**config.mk**
```make
export PLATFORM = sky130hd
export DESIGN_NAME = tmon_arbiter
export DESIGN_NICKNAME = d
export VERILOG_FILES = /design/src/rtl/tmon_pkg.sv /design/src/rtl/tmon_rr_pick.sv /design/src/rtl/tmon_arbiter.sv
export SDC_FILE = /design/constraint.sdc
export NUM_CORES = 1
export LEC_CHECK = 0
export ABC_AREA = 0
export BUFFER_PORTS_ARGS = -buffer_cell sky130_fd_sc_hd__buf_2
export CORE_MARGIN = 4
export CORE_UTILIZATION = 50
export DETAILED_ROUTE_END_ITERATION = 8
export PLACE_DENSITY_LB_ADDON = 0.05
export SLEW_MARGIN = 20
export SYNTH_ARGS = -nofsm -noshare
export SYNTH_HDL_FRONTEND = slang
export SYNTH_SLANG_ARGS = --single-unit
```
**constraint.sdc**
```tcl
create_clock -name clk -period 5.79 [get_ports clk]
set_input_delay 0.579 -clock clk [delete_from_list [all_inputs] [get_ports clk]]
set_output_delay 0.579 -clock clk [all_outputs]
set_load 0.01 [all_outputs]
```
**src/rtl/tmon_pkg.sv**
```systemverilog
// Shared types for the temperature-monitor bus arbiter: opcodes and FSM states.
// TMON_ARB_TIMEOUT_EN adds the ABORT state used by the ISSUE timeout.
package tmon_pkg;

    localparam int TMON_DATA_W = 8;
    localparam int TMON_TMO_W  = 8;

    typedef enum logic [1:0] {
        NOOP          = 2'd0,
        RESET         = 2'd1,
        SET_FRQ       = 2'd2,
        SET_HIGH_TEMP = 2'd3
    } tmon_op_t;

    typedef enum logic [1:0] {
        ST_IDLE  = 2'd0,
        ST_ISSUE = 2'd1,
        ST_DONE  = 2'd2
`ifdef TMON_ARB_TIMEOUT_EN
        ,
        ST_ABORT = 2'd3
`endif
    } tmon_state_t;

endpackage

```
**src/rtl/tmon_rr_pick.sv**
```systemverilog
// Combinational round-robin picker: first set request at or after last_grant+1,
// ascending with wrap.
module tmon_rr_pick #(
    parameter int NREQ = 4,
    parameter int IDXW = $clog2(NREQ)
) (
    input  logic [NREQ-1:0] i_req,
    input  logic [IDXW-1:0] i_last_grant,
    output logic [NREQ-1:0] o_grant,
    output logic [IDXW-1:0] o_idx,
    output logic            o_any
);

    logic [IDXW-1:0] w_pos;

    // Walk offsets from farthest to nearest so the nearest requester wins.
    always_comb begin
        o_grant = '0;
        o_idx   = '0;
        o_any   = 1'b0;
        w_pos   = '0;
        for (int k = NREQ; k >= 1; k--) begin
            w_pos = IDXW'((int'(i_last_grant) + k) % NREQ);
            if (i_req[w_pos]) begin
                o_grant        = '0;
                o_grant[w_pos] = 1'b1;
                o_idx          = w_pos;
                o_any          = 1'b1;
            end
        end
    end

endmodule

```
**src/rtl/tmon_arbiter.sv**
```systemverilog
// Round-robin arbiter serialising NREQ requesters onto one monitor bus.
// Define TMON_ARB_TIMEOUT_EN to abort ISSUE after TMO_CYC cycles (req_err pulse).
module tmon_arbiter
    import tmon_pkg::*;
#(
    parameter int NREQ    = 4,
    parameter int TMO_CYC = 255
) (
    input  logic                             clk,
    input  logic                             reset,
    input  logic [NREQ-1:0]                  req_valid,
    input  tmon_op_t [NREQ-1:0]              req_op,
    input  logic [NREQ-1:0][TMON_DATA_W-1:0] req_data,
    output logic [NREQ-1:0]                  req_ready,
    output logic [NREQ-1:0]                  req_done,
`ifdef TMON_ARB_TIMEOUT_EN
    output logic [NREQ-1:0]                  req_err,
`endif
    output logic                             mon_valid,
    output tmon_op_t                         mon_op,
    output logic [TMON_DATA_W-1:0]           mon_opnd,
    input  logic                             mon_ready,
    output logic                             busy
);

    localparam int IDXW = $clog2(NREQ);

    tmon_state_t            r_state;
    tmon_state_t            w_state_next;
    logic [IDXW-1:0]        r_last_grant;
    logic [IDXW-1:0]        r_idx;
    tmon_op_t               r_op;
    logic [TMON_DATA_W-1:0] r_data;

    logic [NREQ-1:0]        w_grant;
    logic [IDXW-1:0]        w_win_idx;
    logic                   w_any;
    logic                   w_accept;

    tmon_rr_pick #(
        .NREQ (NREQ),
        .IDXW (IDXW)
    ) u_rr_pick (
        .i_req        (req_valid),
        .i_last_grant (r_last_grant),
        .o_grant      (w_grant),
        .o_idx        (w_win_idx),
        .o_any        (w_any)
    );

    always_ff @(posedge clk or posedge reset) begin
        if (reset) begin
            r_state      <= ST_IDLE;
            r_last_grant <= IDXW'(NREQ - 1);
            r_idx        <= '0;
            r_op         <= NOOP;
            r_data       <= '0;
        end else begin
            r_state <= w_state_next;
            if (w_accept) begin
                r_last_grant <= w_win_idx;
                r_idx        <= w_win_idx;
                r_op         <= req_op[w_win_idx];
                r_data       <= req_data[w_win_idx];
            end
        end
    end

`ifdef TMON_ARB_TIMEOUT_EN
    logic [TMON_TMO_W-1:0] r_tmo_cnt;

    // Cleared on every accept, i.e. on entry to ISSUE; counts stalled ISSUE cycles.
    always_ff @(posedge clk or posedge reset) begin
        if (reset) begin
            r_tmo_cnt <= '0;
        end else if (w_accept) begin
            r_tmo_cnt <= '0;
        end else if (r_state == ST_ISSUE && !mon_ready) begin
            r_tmo_cnt <= r_tmo_cnt + 1'b1;
        end
    end
`endif

    always_comb begin
        w_state_next = r_state;
        w_accept     = 1'b0;
        req_ready    = '0;
        req_done     = '0;
`ifdef TMON_ARB_TIMEOUT_EN
        req_err      = '0;
`endif
        mon_valid    = 1'b0;
        mon_op       = NOOP;
        mon_opnd     = '0;
        busy         = (r_state != ST_IDLE);

        case (r_state)
            ST_IDLE: begin
                if (w_any) begin
                    req_ready    = w_grant;
                    w_accept     = 1'b1;
                    w_state_next = (req_op[w_win_idx] == NOOP) ? ST_DONE : ST_ISSUE;
                end
            end
            ST_ISSUE: begin
                mon_valid = 1'b1;
                mon_op    = r_op;
                mon_opnd  = r_data;
                // A handshake takes priority over a timeout in the same cycle.
                if (mon_ready) begin
                    w_state_next = ST_DONE;
                end
`ifdef TMON_ARB_TIMEOUT_EN
                else if (r_tmo_cnt == TMON_TMO_W'(TMO_CYC)) begin
                    w_state_next = ST_ABORT;
                end
`endif
            end
            ST_DONE: begin
                req_done[r_idx] = 1'b1;
                w_state_next    = ST_IDLE;
            end
`ifdef TMON_ARB_TIMEOUT_EN
            ST_ABORT: begin
                req_err[r_idx] = 1'b1;
                w_state_next   = ST_IDLE;
            end
`endif
            default: begin
                w_state_next = ST_IDLE;
            end
        endcase

        // Outputs are forced quiet for the whole time reset is held.
        if (reset) begin
            w_accept  = 1'b0;
            req_ready = '0;
            req_done  = '0;
`ifdef TMON_ARB_TIMEOUT_EN
            req_err   = '0;
`endif
            mon_valid = 1'b0;
            mon_op    = NOOP;
            mon_opnd  = '0;
            busy      = 1'b0;
        end
    end

endmodule
```
==> results.txt <==
----------------------------------------------------
[Power and ir drop]
  Leakage dissipation ... 0.000917 uW
  Part of the total power dissipated in combinational logic ... 0.664
  Clock share of power ... 0.071
  Internal Dissipation ... 496 uW
  Switching share of total power ... 0.421
  Switching Power ... 361 uW
  Worst vdd ir ... 224 uV
  Share of power burned in registers ... 0.265
  P per Cell Area ... 465 mW/mm^2

[Route]
  # DRC ... 0
  Count of nets left with antenna violations after detail routing ... 0
  Number of detailed-routing iterations run before antenna repair ... 6
  Total routed wirelength ... 3540 um
  Starting DRT DRC Count ... 111
  Detailed-route vias per instance ... 5.77
  Post-detailed-route wirelength per cell ... 14.8 um
  DR vias ... 1379

[Critical path]
  Cell-by-cell trace of the critical path ... inv_1 > ha_1 > mux2_2 > nand2_1 > o21ai_0 > nor2b_1 > a221oi_1 > o31ai_1 > buf_2
  Category of the worst setup path capture point ... output port
  Crit-path slowest cell ... sky130_fd_sc_hd__dfstp_2
  Largest fanout on the critical path ... 16
  Worst Path Required ... 5.21 ns
  Critical Path Max Stage Delay ... 0.73 ns
  Critical path arrival ... 3.31 ns
  Kind of cell adding the most delay to the critical path ... flip-flops
  CP bufs+invs ... 2
  Element type at the critical path start ... flip-flop
  Critical path class ... flip-flop to output port

[Layout]
  Final net count ... 264
  Sequential cell area ... 403 um^2
  Area added between synthesis and finish ... 22.6%
  Post-route non-filler standard cell count ... 239
  Share of layout cells above drive strength 1 ... 0.457
  Filler cell count ... 255
  Area of the multi-input gates ... 0.00103 mm^2
  Antenna diodes ... 0

[Placement]
  DP Worst Slack ... 2.16 ns
  Number of port buffers ... 66
  Inst Count DP ... 235
  HPWL after detailed placement ... 2830 um
  Last weighted congestion value of the routability-driven placer ... 0.761

[Clock network]
  Number of clock sinks ... 16
  Clock slew at the register clock pins of the worst setup and hold paths ... 0.09 ns
  Number of buffers added by the clock tree synthesis step ... 3
  CTS tree ... done
  Hold_buf cts ... 0
  Buffers inserted during post-CTS setup optimization ... 0
  Gates resized, CTS repair ... 0
  Root cell of the clock tree ... sky130_fd_sc_hd__clkbuf_4
  Clk Latency, worst-skew pair ... 0.28 ns
  CTS HTree Levels ... 1
  Maximum buffer depth of the clock tree ... 2

[Timing]
  Minimum period implied by the final worst setup slack ... 3.89 ns
  Final cycle utilization of the critical path ... 0.672
  Final-report hold violation count ... 0
  Max transition margin ... 0.313
  Top achievable clock speed ... 0.257 GHz
  Final setup slack of the worst path ... 1.90 ns
  Clk_skew ... 0.000821 ns
  Worst-Margin Slew ... 1.03 ns
  RSZ-0062 raised after global routing ... no
  Total negative slack ... 0 ns
  # setup viols final ... 0
  Final-report max-slew violation count ... 0

[Yosys]
  Sequential cell area fraction in the yosys report ... 0.268
  Flops & latches, synth ... 16
  Post-synth EDFFs ... 0
  Number of library cell types mapped by synthesis ... 33
  Number of nets in the synthesized netlist ... 203
  Top FF cell, synth ... sky130_fd_sc_hd__dfrtp_1
  Netlist Area Pre-Place ... 0.00151 mm^2
  Async S/R FF share, synth ... 1.00
  Post-Syn Instances ... 148
  Avg Inst Size Synth ... 10.2 um^2
  Count of yosys warnings during synthesis ... 0

[Die]
  Initial core utilization ... 0.537
  Die X ... 62.9 um
  Core footprint ... 0.00281 mm^2
  Overall die height ... 62.9 um
  IO Pins ... 67
  Number of core rows ... 19
  Overall die area ... 0.00395 mm^2

[Global routing]
  Number of global-route vias before repair ... 1357
  Global-route congestion overflow total ... 0
  Total routing usage reported by global routing ... 0.186
  Number of antenna violations at the first check in global routing ... 0
  First-pass GRT wire length ... 6010 um
  Pin count of the biggest net entering global routing ... 18

[Outcome]
  Status ... complete, no violations

[Hold path]
  Worst Hold Class ... input port to asynchronous set/reset pin

[Flow run]
  Max cap viols ... 0

----------------------------------------------------
[registers in the layout (all words and copies together) (netlist names)]
name and count:
r_op 2, r_last_grant 2, r_state 2, r_data 8
r_idx 2
[synthesized netlist by cell type (3+ instances only)]
cell type / instances / share of area
sky130_fd_sc_hd__nor2_1: 17 / 0.042
sky130_fd_sc_hd__dfrtp_1: 14 / 0.23
sky130_fd_sc_hd__mux2_2: 13 / 0.097
sky130_fd_sc_hd__nand2_1: 13 / 0.032
sky130_fd_sc_hd__and2_1: 10 / 0.042
sky130_fd_sc_hd__mux4_2: 10 / 0.15
sky130_fd_sc_hd__ha_1: 8 / 0.067
sky130_fd_sc_hd__nor2b_1: 7 / 0.029
sky130_fd_sc_hd__inv_1: 5 / 0.012
sky130_fd_sc_hd__mux2i_1: 5 / 0.033
sky130_fd_sc_hd__a221oi_1: 4 / 0.023
sky130_fd_sc_hd__buf_2: 4 / 0.013
sky130_fd_sc_hd__clkbuf_1: 4 / 0.010
sky130_fd_sc_hd__o21ai_0: 4 / 0.013
sky130_fd_sc_hd__o31ai_1: 4 / 0.020
sky130_fd_sc_hd__a21o_1: 3 / 0.015
[cell families after synthesis]
group | share of synthesized area
buffers and inverters | 0.0507
and+or+nand+nor | 0.171
AOI/OAI and AO/OA | 0.129
muxes | 0.315
DFF | 0.268
adders and majority gates | 0.0665
[cell usage in the layout (no fill, tap or decap)]
cell type	synthesis	layout
sky130_fd_sc_hd__nor2b_1	7	7
sky130_fd_sc_hd__o22ai_1	1	1
sky130_fd_sc_hd__o211ai_1	1	1
sky130_fd_sc_hd__a311oi_1	1	1
sky130_fd_sc_hd__nand2_1	13	13
sky130_fd_sc_hd__o21ai_0	4	4
sky130_fd_sc_hd__nor3b_1	2	2
sky130_fd_sc_hd__mux2i_1	5	5
sky130_fd_sc_hd__o2bb2ai_1	2	2
sky130_fd_sc_hd__mux2_2	13	13
sky130_fd_sc_hd__clkbuf_4	0	3
sky130_fd_sc_hd__nand3_1	1	1
sky130_fd_sc_hd__ha_1	8	8
sky130_fd_sc_hd__mux4_1	2	2
sky130_fd_sc_hd__nand2b_1	2	2
sky130_fd_sc_hd__and2_1	10	10
sky130_fd_sc_hd__and3_1	1	1
sky130_fd_sc_hd__o31ai_1	4	4
sky130_fd_sc_hd__dfstp_2	2	2
sky130_fd_sc_hd__a211oi_1	1	1
sky130_fd_sc_hd__mux4_2	10	10
sky130_fd_sc_hd__o32ai_1	1	1
sky130_fd_sc_hd__a21o_1	3	3
sky130_fd_sc_hd__a22o_1	1	1
sky130_fd_sc_hd__inv_1	5	5
sky130_fd_sc_hd__nor2_2	0	1
sky130_fd_sc_hd__dfrtp_1	14	14
sky130_fd_sc_hd__o41ai_1	1	1
sky130_fd_sc_hd__a221oi_1	4	4
sky130_fd_sc_hd__clkbuf_1	4	1
sky130_fd_sc_hd__a21boi_0	1	1
sky130_fd_sc_hd__buf_2	4	66
sky130_fd_sc_hd__a21oi_1	1	1
sky130_fd_sc_hd__nor2_1	17	16
[worst reg2reg max path, stage by stage, from the launching register on]
cell and delay, ns:
sky130_fd_sc_hd__dfstp_2 0.73, sky130_fd_sc_hd__inv_1 0.18, sky130_fd_sc_hd__ha_1 0.52, sky130_fd_sc_hd__mux2i_1 0.28, sky130_fd_sc_hd__a311oi_1 0.12, sky130_fd_sc_hd__a21oi_1 0.15, sky130_fd_sc_hd__a22o_1 0.63, sky130_fd_sc_hd__mux4_1 0.63
sky130_fd_sc_hd__mux2_2 0.27
[power by group through the flow]
stage | Clock (uW) | Sequential (uW) | Combinational, uW
floorplan | 0 | 207 | 487
global placement | 0 | 224 | 550
detailed placement | 0 | 230 | 574
CTS | 63.0 | 227 | 575
global route | 67.4 | 238 | 634
finish | 60.7 | 227 | 570
[layout make-up]
class / instances / share of cell area
well taps: 31 / 0.0210
inverters: 5 / 0.0102
clock buffers: 4 / 0.0142
flip-flops and latches: 16 / 0.218
repair buffers: 66 / 0.179
multi-input cells: 117 / 0.557
[through the flow]
| step | util | instance area (um^2) | total power (uW) | hold slack (ns) |
|---|---|---|---|---|
| 2_1_floorplan | - | 1510 | 694 | 0.472 |
| 3_3_place_gp | 0.648 | 1820 | 774 | 0.481 |
| 3_5_place_dp | 0.648 | 1820 | 803 | 0.488 |
| 4_1_cts | 0.657 | 1840 | 866 | 0.417 |
| 5_1_grt | 0.658 | 1850 | 939 | 0.450 |
| 6_report | 0.658 | 1850 | 858 | 0.400 |
[per-layer routing]
layer / vias to the layer above / track usage / part of all wire
li1: 664 / - / -
met1: 648 / 0.235 / 0.44
met2: 63 / 0.319 / 0.48
met3: 4 / 0.0360 / 0.069
met4: 0 / 0.0551 / 0.011
met5: - / 0 / 0
[final timing paths]
check | start | to | slack [ns] | cells past startpoint
max in group asynchronous | reset | r_idx[1] | 4.99 | 2
min reg2reg | r_data[0] | r_data[0] | 0.50 | 1
max | r_last_grant[0] | req_ready[3] | 1.90 | 9
max reg2reg | r_last_grant[0] | r_op[0] | 2.18 | 8
min in group clk | mon_ready | r_state[0] | 0.49 | 2
min | reset | r_state[1] | 0.40 | 2
Note: power is estimated with default switching activity, not from simulation.
